==> config.mk <==
export PLATFORM = sky130hd
export DESIGN_NAME = memory_access
export DESIGN_NICKNAME = d
export VERILOG_FILES = /design/src/rtl/memory_access.sv
export SDC_FILE = /design/constraint.sdc
export NUM_CORES = 1
export LEC_CHECK = 0
export CAP_MARGIN = 0
export CORE_AREA = 2 2 263 265
export DETAILED_ROUTE_END_ITERATION = 16
export DIE_AREA = 0 0 265 267
export DONT_BUFFER_PORTS = 1
export GPL_TIMING_DRIVEN = 0
export PLACE_DENSITY = 0.35
export RECOVER_POWER = 100
export SLEW_MARGIN = 10
export SYNTH_ARGS = -nofsm -noshare
export SYNTH_HDL_FRONTEND = slang
export SYNTH_SLANG_ARGS = --single-unit
==> constraint.sdc <==
create_clock -name clk -period 12.47 [get_ports clk]
set_input_delay 2.494 -clock clk [delete_from_list [all_inputs] [get_ports clk]]
set_output_delay 2.494 -clock clk [all_outputs]
set_load 0.01 [all_outputs]
==> src/rtl/memory_access.sv <==
// Memory-access pipeline stage: issues one aligned data-bus request per load/store and holds the result for writeback.
// Optional feature: define MEM_MMIO_SKIP_EN to flag accesses below 0x8000_0000 as difftest skips.
module memory_access (
    input  logic        clk,
    input  logic        rst,
    input  logic        in_valid,
    output logic        in_ready,
    input  logic [63:0] in_pc,
    input  logic [31:0] in_inst,
    input  logic [63:0] in_value,
    input  logic [63:0] in_addr,
    input  logic [63:0] in_wdata,
    input  logic [1:0]  in_kind,
    input  logic [1:0]  in_size,
    input  logic        in_unsigned,
    input  logic        flush,
    output logic        dreq_valid,
    output logic        dreq_write,
    output logic [63:0] dreq_addr,
    output logic [7:0]  dreq_strobe,
    output logic [63:0] dreq_wdata,
    input  logic        dresp_valid,
    input  logic [63:0] dresp_data,
    output logic        out_valid,
    input  logic        out_ready,
    output logic [63:0] out_pc,
    output logic [31:0] out_inst,
    output logic [63:0] out_value,
    output logic        out_trap_valid,
    output logic [3:0]  out_trap_code,
    output logic        out_skip
);
    typedef enum logic [1:0] {IDLE, REQ, DRAIN, HOLD} state_t;
    localparam logic [1:0] K_LOAD = 2'd1, K_STORE = 2'd2;

    state_t      state, state_nx;
    logic [63:0] pc_q, value_q, addr_q, wdata_q;
    logic [31:0] inst_q;
    logic [1:0]  kind_q, size_q;
    logic        uns_q, trap_q;
    logic [3:0]  trap_code_q;
    logic        accept, is_mem_in, misalign_in;
    logic [63:0] shifted, load_val;
    logic [7:0]  mask;

    assign accept    = (state == IDLE) && in_valid && !flush;
    assign is_mem_in = (in_kind == K_LOAD) || (in_kind == K_STORE);

    always_comb begin
        misalign_in = 1'b0;
        case (in_size)
            2'd0: misalign_in = 1'b0;
            2'd1: misalign_in = in_addr[0];
            2'd2: misalign_in = |in_addr[1:0];
            2'd3: misalign_in = |in_addr[2:0];
        endcase
    end

    // A flush coinciding with the response still ends the transaction, so it goes straight to IDLE.
    always_comb begin
        state_nx = state;
        case (state)
            IDLE:  if (accept) state_nx = (is_mem_in && !misalign_in) ? REQ : HOLD;
            REQ:   if (dresp_valid) state_nx = flush ? IDLE : HOLD;
                   else if (flush) state_nx = DRAIN;
            DRAIN: if (dresp_valid) state_nx = IDLE;
            HOLD:  if (flush || out_ready) state_nx = IDLE;
            default: state_nx = IDLE;
        endcase
    end

    assign shifted = dresp_data >> {addr_q[2:0], 3'b000};
    always_comb begin
        load_val = 64'd0;
        case (size_q)
            2'd0: load_val = uns_q ? {56'd0, shifted[7:0]}  : {{56{shifted[7]}},  shifted[7:0]};
            2'd1: load_val = uns_q ? {48'd0, shifted[15:0]} : {{48{shifted[15]}}, shifted[15:0]};
            2'd2: load_val = uns_q ? {32'd0, shifted[31:0]} : {{32{shifted[31]}}, shifted[31:0]};
            2'd3: load_val = shifted;
        endcase
    end

    always_ff @(posedge clk or posedge rst) begin
        if (rst) begin
            state       <= IDLE;
            pc_q        <= '0;
            inst_q      <= '0;
            value_q     <= '0;
            addr_q      <= '0;
            wdata_q     <= '0;
            kind_q      <= '0;
            size_q      <= '0;
            uns_q       <= 1'b0;
            trap_q      <= 1'b0;
            trap_code_q <= '0;
        end else begin
            state <= state_nx;
            if (accept) begin
                pc_q        <= in_pc;
                inst_q      <= in_inst;
                value_q     <= in_value;
                addr_q      <= in_addr;
                wdata_q     <= in_wdata;
                kind_q      <= in_kind;
                size_q      <= in_size;
                uns_q       <= in_unsigned;
                trap_q      <= is_mem_in && misalign_in;
                trap_code_q <= (in_kind == K_LOAD) ? 4'd4 : 4'd6;
            end else if (state == REQ && dresp_valid && !flush && kind_q == K_LOAD) begin
                value_q <= load_val;
            end
        end
    end

`ifdef MEM_MMIO_SKIP_EN
    logic skip_q;
    always_ff @(posedge clk or posedge rst) begin
        if (rst)         skip_q <= 1'b0;
        else if (accept) skip_q <= is_mem_in && !in_addr[31];
    end
    assign out_skip = (state == HOLD) && skip_q;
`else
    assign out_skip = 1'b0;
`endif

    always_comb begin
        mask = 8'h00;
        case (size_q)
            2'd0: mask = 8'h01;
            2'd1: mask = 8'h03;
            2'd2: mask = 8'h0F;
            2'd3: mask = 8'hFF;
        endcase
    end

    // Request fields derive only from latched state, so they stay stable through REQ and DRAIN.
    assign in_ready       = (state == IDLE);
    assign dreq_valid     = (state == REQ) || (state == DRAIN);
    assign dreq_write     = (kind_q == K_STORE);
    assign dreq_addr      = {addr_q[63:3], 3'b000};
    assign dreq_strobe    = (kind_q == K_STORE) ? (mask << addr_q[2:0]) : 8'h00;
    assign dreq_wdata     = wdata_q << {addr_q[2:0], 3'b000};
    assign out_valid      = (state == HOLD);
    assign out_pc         = pc_q;
    assign out_inst       = inst_q;
    assign out_value      = value_q;
    assign out_trap_valid = (state == HOLD) && trap_q;
    assign out_trap_code  = trap_code_q;
endmodule

======== Word level (Yosys, flattened, before mapping) ========
Cells that the tools add are included.
storage, ports and cells
  register bits ........................... 300
  latch bits .............................. 0
  memory bits (writable) .................. 0
  ROM bits ................................ 0
  input port bits ......................... 363
  output and inout port bits .............. 306
  logic and storage cells ................. 69
  memories ................................ 0
operators by class
  add/subtract/negate cells ............... 0
  $mul .................................... 0
  div/mod/pow operators ................... 0
  $lt $le $gt $ge ......................... 0
  equal/unequal tests ..................... 17
  shifts and indexed selects .............. 3
  multiplexer cells ....................... 18
  bitwise operators ....................... 0
  reductions and logical operators ........ 20
operators with widths
  kind                  number
  $mux W64              5
  $pmux W64 S4          1
  $shl A64 B6 Y64       1
  $shr A64 B6 Y64       1
  $pmux W8 S4           1
  $eq A2 B2 Y1 const B  8
  $mux W2               8
  $eq A2 B1 Y1 const B  5
  $logic_and A1 B1 Y1   8
  $mux W8               1
  $pmux W2 S4           1
  $shl A8 B3 Y8         1
  $logic_not A2 Y1      3
  $ne A2 B1 Y1 const B  2
  $pmux W1 S4           1
  $reduce_and A4 Y1     1
  $logic_or A1 B1 Y1    3
  $ne A3 B3 Y1 const B  1
  $reduce_or A3 Y1      1
  $logic_not A1 Y1      2
  $ne A2 B2 Y1 const B  1
  $reduce_bool A2 Y1    1
  $reduce_or A2 Y1      1

======== Depth between registers and ports, before layout ========
Gate-level depths: netlist of run 1.
  depth after elaboration ................. 7
  mapped depth ............................ 10
  depth with buffers taken out ............ 7

======== Worst setup path after synthesis of run 1 ========
Ideal clock, no wire load.
  path kind ............................... register to output
  from .................................... reg addr_q[1]
  to ...................................... out dreq_strobe[2]
  data arrival time ....................... 1.945 ns
  required time ........................... 9.976 ns
  slack ................................... 8.031 ns
  cell stages (with the launch flop) ...... 7
  buffers on the path ..................... 5
  cells stage by stage .................... dfrtp_1 > buf_6 > buf_8 > buf_4 > buf_4 > buf_2 > a2111oi_0
on the way
  word-level cells in the longest chain between the ends .. 2
ends and longest elaborated chain
  what                    RTL line  RTL
  from (decl)             37        logic [63:0] pc_q, value_q, addr_q, wdata_q;
  from (signal assigned)  102       addr_q <= in_addr;
  $shl A8 B3 Y8           141       assign dreq_strobe = (kind_q == K_STORE) ? (mask << addr_q[2:0]) : 8'h00;
  $mux W8                 141
  to (decl)               20        output logic [7:0] dreq_strobe,
Every way passes these cells.

======== Worst setup path after layout of run 1 ========
  from .................................... reg addr_q[0]
  to ...................................... out dreq_strobe[2]
The elaborated chain is that of the path after synthesis.

==> impl_metrics.csv, run 1 <==
group,metric,value,unit
power,p_leak,8.67,nW
sta,worst_pin_slew,4930,ps
yosys,synth_top_area_cell,"dfrtp_1",
yosys,synth_area_leaders,"dfrtp_1, nand2_1, mux2i_1, buf_4, o21ai_0",
sta,rsz0062_at_grt,"no",
floorplan,dieArea,70800,µm²
sta,finalCritPeriodShare,60.7,%
grt,track_usage,22.0,%
routing,finalWirelength,80800,µm
sta,hold_violations,0,
sta,max_slew_margin,-229,%
sta,finClkSkew,18.8,ps
clock_network,cts.htree.levels,2,
worst_setup_path,critPathMaxFanout,10,
clock_network,clock-sinks,298,
yosys,synth_top_family_by_area,"simple AND/OR/NAND/NOR gates",
yosys,synth_mux_area_share,12.1,%
yosys,synth_area_per_cell,8.47,µm²
power,power.total,0.00567,W
sta,fmax,132,MHz
routing,ant_nets,0,
floorplan,core,68000,µm²
sta,final-max-slew-violation-count,179,
worst_setup_path,worstSetupPathType,"reg2out",
power,vdd_drop_max,0.0969,mV
hold_path,min_path_cells,2,
layout,diodes,0,
status,violations,"max-capacitance violations, max-slew violations",
grt,grt_overflow_total,0,
worst_setup_path,worstSetupStartpointType,"register",
layout,nNetsFinal,2378,
yosys,yosysWarnings,0,
layout,fillers,7502,
worst_setup_path,end_kind,"output pin",
placement,dp_hpwl,64500,µm
yosys,mappedNetlistArea,16600,µm²
routing,first_iter_violations,879,
clock_network,cts_tree,"yes",
grt,grt_pass1_vias,14500,
hold_path,min_from,"addr_q[42]$_DFFE_PP0P_",
placement,portBuffers,0,
layout,drive_above_1_share,8.79,%
routing,post_drt_wl_per_cell,27.7,µm
worst_setup_path,r2r-start,"state[0]$_DFFE_PP0P_",
placement,gp_congestion,0.933,
yosys,synthArstFlopShare,100,%
grt,grt_start_max_net_pins,102,
grt,grt_pass1_wl,112000,µm
clock_network,clkLatencyLatePin,580,ps
yosys,synth_common_cells,"nand2_1, dfrtp_1, mux2i_1, o21ai_0, buf_4",
floorplan,die_y,267,µm
routing,vias,14400,
yosys,synth_simple_gate_area_share,23.8,%
yosys,synthAdderAreaFrac,0.452,%
sta,setup_viol,0,
sta,hold_slack,469,ps
yosys,synth_top_area_share,44.9,%
worst_setup_path,crit_required,9980,ps
power,p_per_area,302,nW/µm²
floorplan,initial_core_util,24.4,%
routing,drcViolationCount,0,
clock_network,ctsHoldBuffers,0,
floorplan,die_x,265,µm
sta,layout_min_cycle_time,7570,ps
layout,final_core_util,27.6,%
clock_network,cts_resized,0,
yosys,synth-compound-area-share,11.0,%
sta,finalSetupTns,0,ps
floorplan,pin_count,669,
yosys,synth_edf_count,0,
layout,syn_to_final_growth,13.0,%
status,outcome,"complete, but fails checks",
yosys,post-synth-top-count-cell,"nand2_1",
routing,dr.pass1.iters,5,
worst_setup_path,arrival,5080,ps
worst_setup_path,cp-startpoint,"addr_q[0]$_DFFE_PP0P_",
yosys,ys_types,56,
yosys,ys_ff_latch,298,
clock_network,clockBufferDepth,3,
clock_network,cts_buffers,38,
hold_path,hold_class,"reg2reg",
clock_network,clk_pin_slew_worst_paths,70,ps
flow_run,drv_cap,4,
routing,viasPerCell,4.95,
layout,layout.cells.non_filler,2918,
yosys,synthCells,1960,
yosys,synthXorXnorAreaFrac,0,%
yosys,ys_seq_area_share,44.9,%
placement,dp.cells,2851,
worst_setup_path,rr_worst_depth,10,
floorplan,rows,96,
clock_network,post-cts-setup-buffer-count,0,
yosys,synth_top_flop_cell,"dfrtp_1",
clock_network,cts_root_buffer,"clkbuf_16",
grt,antenna_found_initial,4,
layout by cell type, fill, tap and decap left out, drive strengths merged, types with 4 or more instances in the layout:
cell	instances
dfrtp	298
o22ai	32
o21ai	120
nand3b	7
a21oi	82
a22oi	19
mux2i	119
nand2	762
clkinv	9
a2bb2oi	4
mux4	17
nor3	21
clkbuf	221
nor2b	19
and3	5
inv	16
or3	48
conb	6
and2	10
clkinvlp	4
nor4	6
mux2	38
buf	43
nand2b	10
bufinv	5
a211oi	20
a222oi	4
nor2	56
ha	6
report_power, final:
| part | internal [W] | leakage, nW | switching, W | total (W) |
|---|---|---|---|---|
| combinational | 0.000856 | 4.30 | 0.00165 | 0.00250 |
| clock | 0.000706 | 0.642 | 0.000477 | 0.00118 |
| sequential | 0.00141 | 3.73 | 0.000567 | 0.00198 |
| total | 0.00297 | 8.67 | 0.00269 | 0.00567 |
worst paths after layout:
kind,end,slack [ps]
setup / recovery,dreq_strobe[2],4900
hold / removal,addr_q[42]$_DFFE_PP0P_,470
setup reg to reg,size_q[0]$_DFFE_PP0P_,7890
hold reg to reg,addr_q[42]$_DFFE_PP0P_,470
max in group asynchronous,out_value[28]$_DFFE_PP0P_,5100
min in group asynchronous,out_pc[45]$_DFFE_PP0P_,2070
kinds of logic after synthesis:
group	Yosys count
fa+ha+maj	6
flops	298
simple gates	951
compound gates	303
mux	174
buf+inv	227
other cells	1
layout make-up:
cell class              instances  area, µm²  area share (%)
inverters                      16       61.3           0.327
well taps                     882       1100            5.88
clock buffers                  49       1050            5.61
multi-input cells            1440       7840            41.8
repair buffers                  4       46.3           0.247
clock inverters                18        278            1.48
flip-flops and latches        298       7460            39.7
plain buffers                 211        932            4.97
metrics by stage:
stage | setup slack (ps) | cell area (µm²)
2_1_floorplan | 1740 | 16600
3_3_place_gp | -2680 | 17700
3_5_place_dp | 6880 | 17800
4_1_cts | 6510 | 19200
5_1_grt | 3880 | 18800
6_report | 4900 | 18800
sequential cells by signal (all words and copies together) (netlist names), 2 cells and up:
register,flops
addr_q,64
state,2
kind_q,2
out_trap_code,2
out_value,64
out_inst,32
out_pc,64
wdata_q,64
size_q,2
metal layers:
layer  vias up  GRT usage, %  share of wire, %
met2       593          38.2                50
met3       100          7.43               9.0
met1      7187          26.0                38
met5         -             0             0.047
li1       6550             -                 -
met4         6          5.54               2.5
critical path, cell delays in order, from the launching register on:
cell and delay (ps):
dfrtp_1 360, clkbuf_1 520, clkbuf_1 490, clkbuf_1 650, clkbuf_1 610, a211oi_1 140
a2111oi_0 1720
Power figures use the tool's default switching activity.
==> inputs of run 2 (changes only) <==
--- a/config.mk
+++ b/config.mk
@@ -6,12 +6,12 @@
 export NUM_CORES = 1
 export LEC_CHECK = 0
 export CAP_MARGIN = 0
-export CORE_AREA = 2 2 263 265
+export CORE_AREA = 2 2 259 261
 export DETAILED_ROUTE_END_ITERATION = 16
-export DIE_AREA = 0 0 265 267
+export DIE_AREA = 0 0 261 263
 export DONT_BUFFER_PORTS = 1
 export GPL_TIMING_DRIVEN = 0
-export PLACE_DENSITY = 0.35
+export PLACE_DENSITY = 0.37
 export RECOVER_POWER = 100
 export SLEW_MARGIN = 10
 export SYNTH_ARGS = -nofsm -noshare
==> constraint.sdc (replaced) <==
create_clock -name clk -period 6.7 [get_ports clk]
set_input_delay 1.34 -clock clk [delete_from_list [all_inputs] [get_ports clk]]
set_output_delay 1.34 -clock clk [all_outputs]
set_load 0.01 [all_outputs]
==> run 2 against run 1 <==
Effect of this change: power up 85%; the run still ends with max-capacitance violations, max-slew violations left; register-to-register slack worse by 5700 ps; clock skew down 2.9 ps; highest routed layer unchanged; sequential share of layout area up 0.053 points.
==> impl_metrics.csv, run 2 (synthesis results as in run 1) <==
group,metric,value,unit
sta,worst_pin_slew,2050,ps
layout,nNetsFinal,2385,
worst_setup_path,arrival,4210,ps
layout,final_core_util,28.6,%
sta,setup_viol,0,
clock_network,cts_buffers,39,
routing,vias,14600,
floorplan,die_y,263,µm
power,p_per_area,558,nW/µm²
sta,final-max-slew-violation-count,263,
grt,grt_pass1_wl,112000,µm
grt,grt_pass1_vias,14800,
routing,ant_nets,0,
worst_setup_path,worstSetupStartpointType,"register",
routing,viasPerCell,5.00,
layout,syn_to_final_growth,12.9,%
sta,hold_violations,0,
sta,fmax,180,MHz
routing,finalWirelength,80000,µm
clock_network,cts.htree.levels,2,
clock_network,cts_root_buffer,"clkbuf_16",
sta,finalCritPeriodShare,82.8,%
floorplan,pin_count,669,
routing,drcViolationCount,0,
clock_network,cts_tree,"yes",
floorplan,dieArea,68600,µm²
power,p_leak,8.67,nW
clock_network,cts_resized,0,
routing,first_iter_violations,1094,
layout,fillers,7170,
grt,antenna_found_initial,7,
floorplan,die_x,261,µm
flow_run,drv_cap,8,
worst_setup_path,worstSetupPathType,"reg2out",
clock_network,clk_pin_slew_worst_paths,60,ps
placement,placed_cell_area,17900,µm²
sta,max_slew_margin,-36.6,%
sta,rsz0062_at_grt,"no",
grt,grt_overflow_total,0,
grt,track_usage,22.7,%
layout,drive_above_1_share,9.04,%
floorplan,initial_core_util,25.3,%
routing,dr.pass1.iters,5,
placement,dp_hpwl,64700,µm
layout,finish.instance_area,18700,µm²
layout,most-common-layout-cells,"nand2_1, dfrtp_1, clkbuf_1",
sta,layout_min_cycle_time,5550,ps
clock_network,clock-sinks,298,
clock_network,post-cts-setup-buffer-count,0,
placement,gp_congestion,0.933,
sta,finClkSkew,15.9,ps
placement,portBuffers,0,
sta,finalSetupTns,0,ps
worst_setup_path,critPathMaxFanout,10,
sta,hold_slack,468,ps
floorplan,rows,94,
worst_setup_path,end_kind,"output pin",
worst_setup_path,crit_required,5360,ps
status,violations,"max-capacitance violations, max-slew violations",
floorplan,core,65600,µm²
clock_network,clkLatencyLatePin,570,ps
layout,final_common_cell,"nand2_1",
grt,grt_start_max_net_pins,37,
status,outcome,"complete, but fails checks",
power,vdd_drop_max,0.211,mV
hold_path,hold_class,"reg2reg",
routing,post_drt_wl_per_cell,27.5,µm
clock_network,clockBufferDepth,3,
clock_network,ctsHoldBuffers,0,
[run 2: cell count changes in the layout (fill, tap and decap cells not counted), moves of 2 or more]
cell / before / now
buf_1: 1 / 7
clkinv_4: 1 / 3
inv_6: 1 / 3
buf_2: 16 / 22
bufinv_16: 5 / 3
clkbuf_8: 6 / 4
buf_4: 18 / 16
clkbuf_1: 176 / 174
[run 2: final timing paths]
kind / cells past startpoint / from / slack, ps / to
min in group asynchronous: 1 / rst / 930 / out_inst[15]$_DFFE_PP0P_
max in group asynchronous: 3 / rst / 1930 / addr_q[30]$_DFFE_PP0P_
worst min-delay path: 2 / addr_q[58]$_DFFE_PP0P_ / 470 / addr_q[58]$_DFFE_PP0P_
worst max-delay path: 7 / addr_q[1]$_DFFE_PP0P_ / 1150 / dreq_wdata[26]
worst min register to register: 2 / addr_q[58]$_DFFE_PP0P_ / 470 / addr_q[58]$_DFFE_PP0P_
worst max register to register: 10 / state[0]$_DFFE_PP0P_ / 2210 / size_q[0]$_DFFE_PP0P_
[run 2: critical path, stage by stage (launching register included)]
cell	delay [ps]
dfrtp_1	520
clkbuf_1	550
buf_8	240
buf_4	270
clkbuf_1	520
clkbuf_1	590
a211oi_1	200
a211oi_1	740
[run 2: metrics by stage]
stage               std cells  setup slack, ps  total power, W
finish                   2911             1150          0.0105
global route             2910              943          0.0112
CTS                      2910             1980          0.0108
detailed placement       2839             2320         0.00860
global placement         2829             -760         0.00855
floorplan                1965             1400         0.00681
[run 2: report_power, final]
group          internal (W)  leakage [nW]  switching (W)  total, W
sequential          0.00263          3.73        0.00106   0.00369
clock               0.00125         0.628       0.000894   0.00214
combinational       0.00159          4.31        0.00305   0.00464
[run 2: cell type report]
class	count	area, µm²	area share, %
Antenna cell	1	2.50	0.0133
Buffer	211	932	4.97
Clock buffer	50	1060	5.64
Clock inverter	21	249	1.33
Inverter	16	61.3	0.327
Multi-Input combinational cell	1440	7840	41.8
Sequential cell	298	7460	39.8
Tap cell	864	1080	5.77
Timing Repair Buffer	10	68.8	0.367
[run 2: per-layer routing]
metal,vias to the layer above,wire [µm],share of wire (%),global-route usage (%)
met5,-,55,0.069,0
met1,7245,30600,38,27.0
met2,648,39900,50,39.2
met4,8,1440,1.8,4.42
met3,77,8030,10,7.93
li1,6576,-,-,-
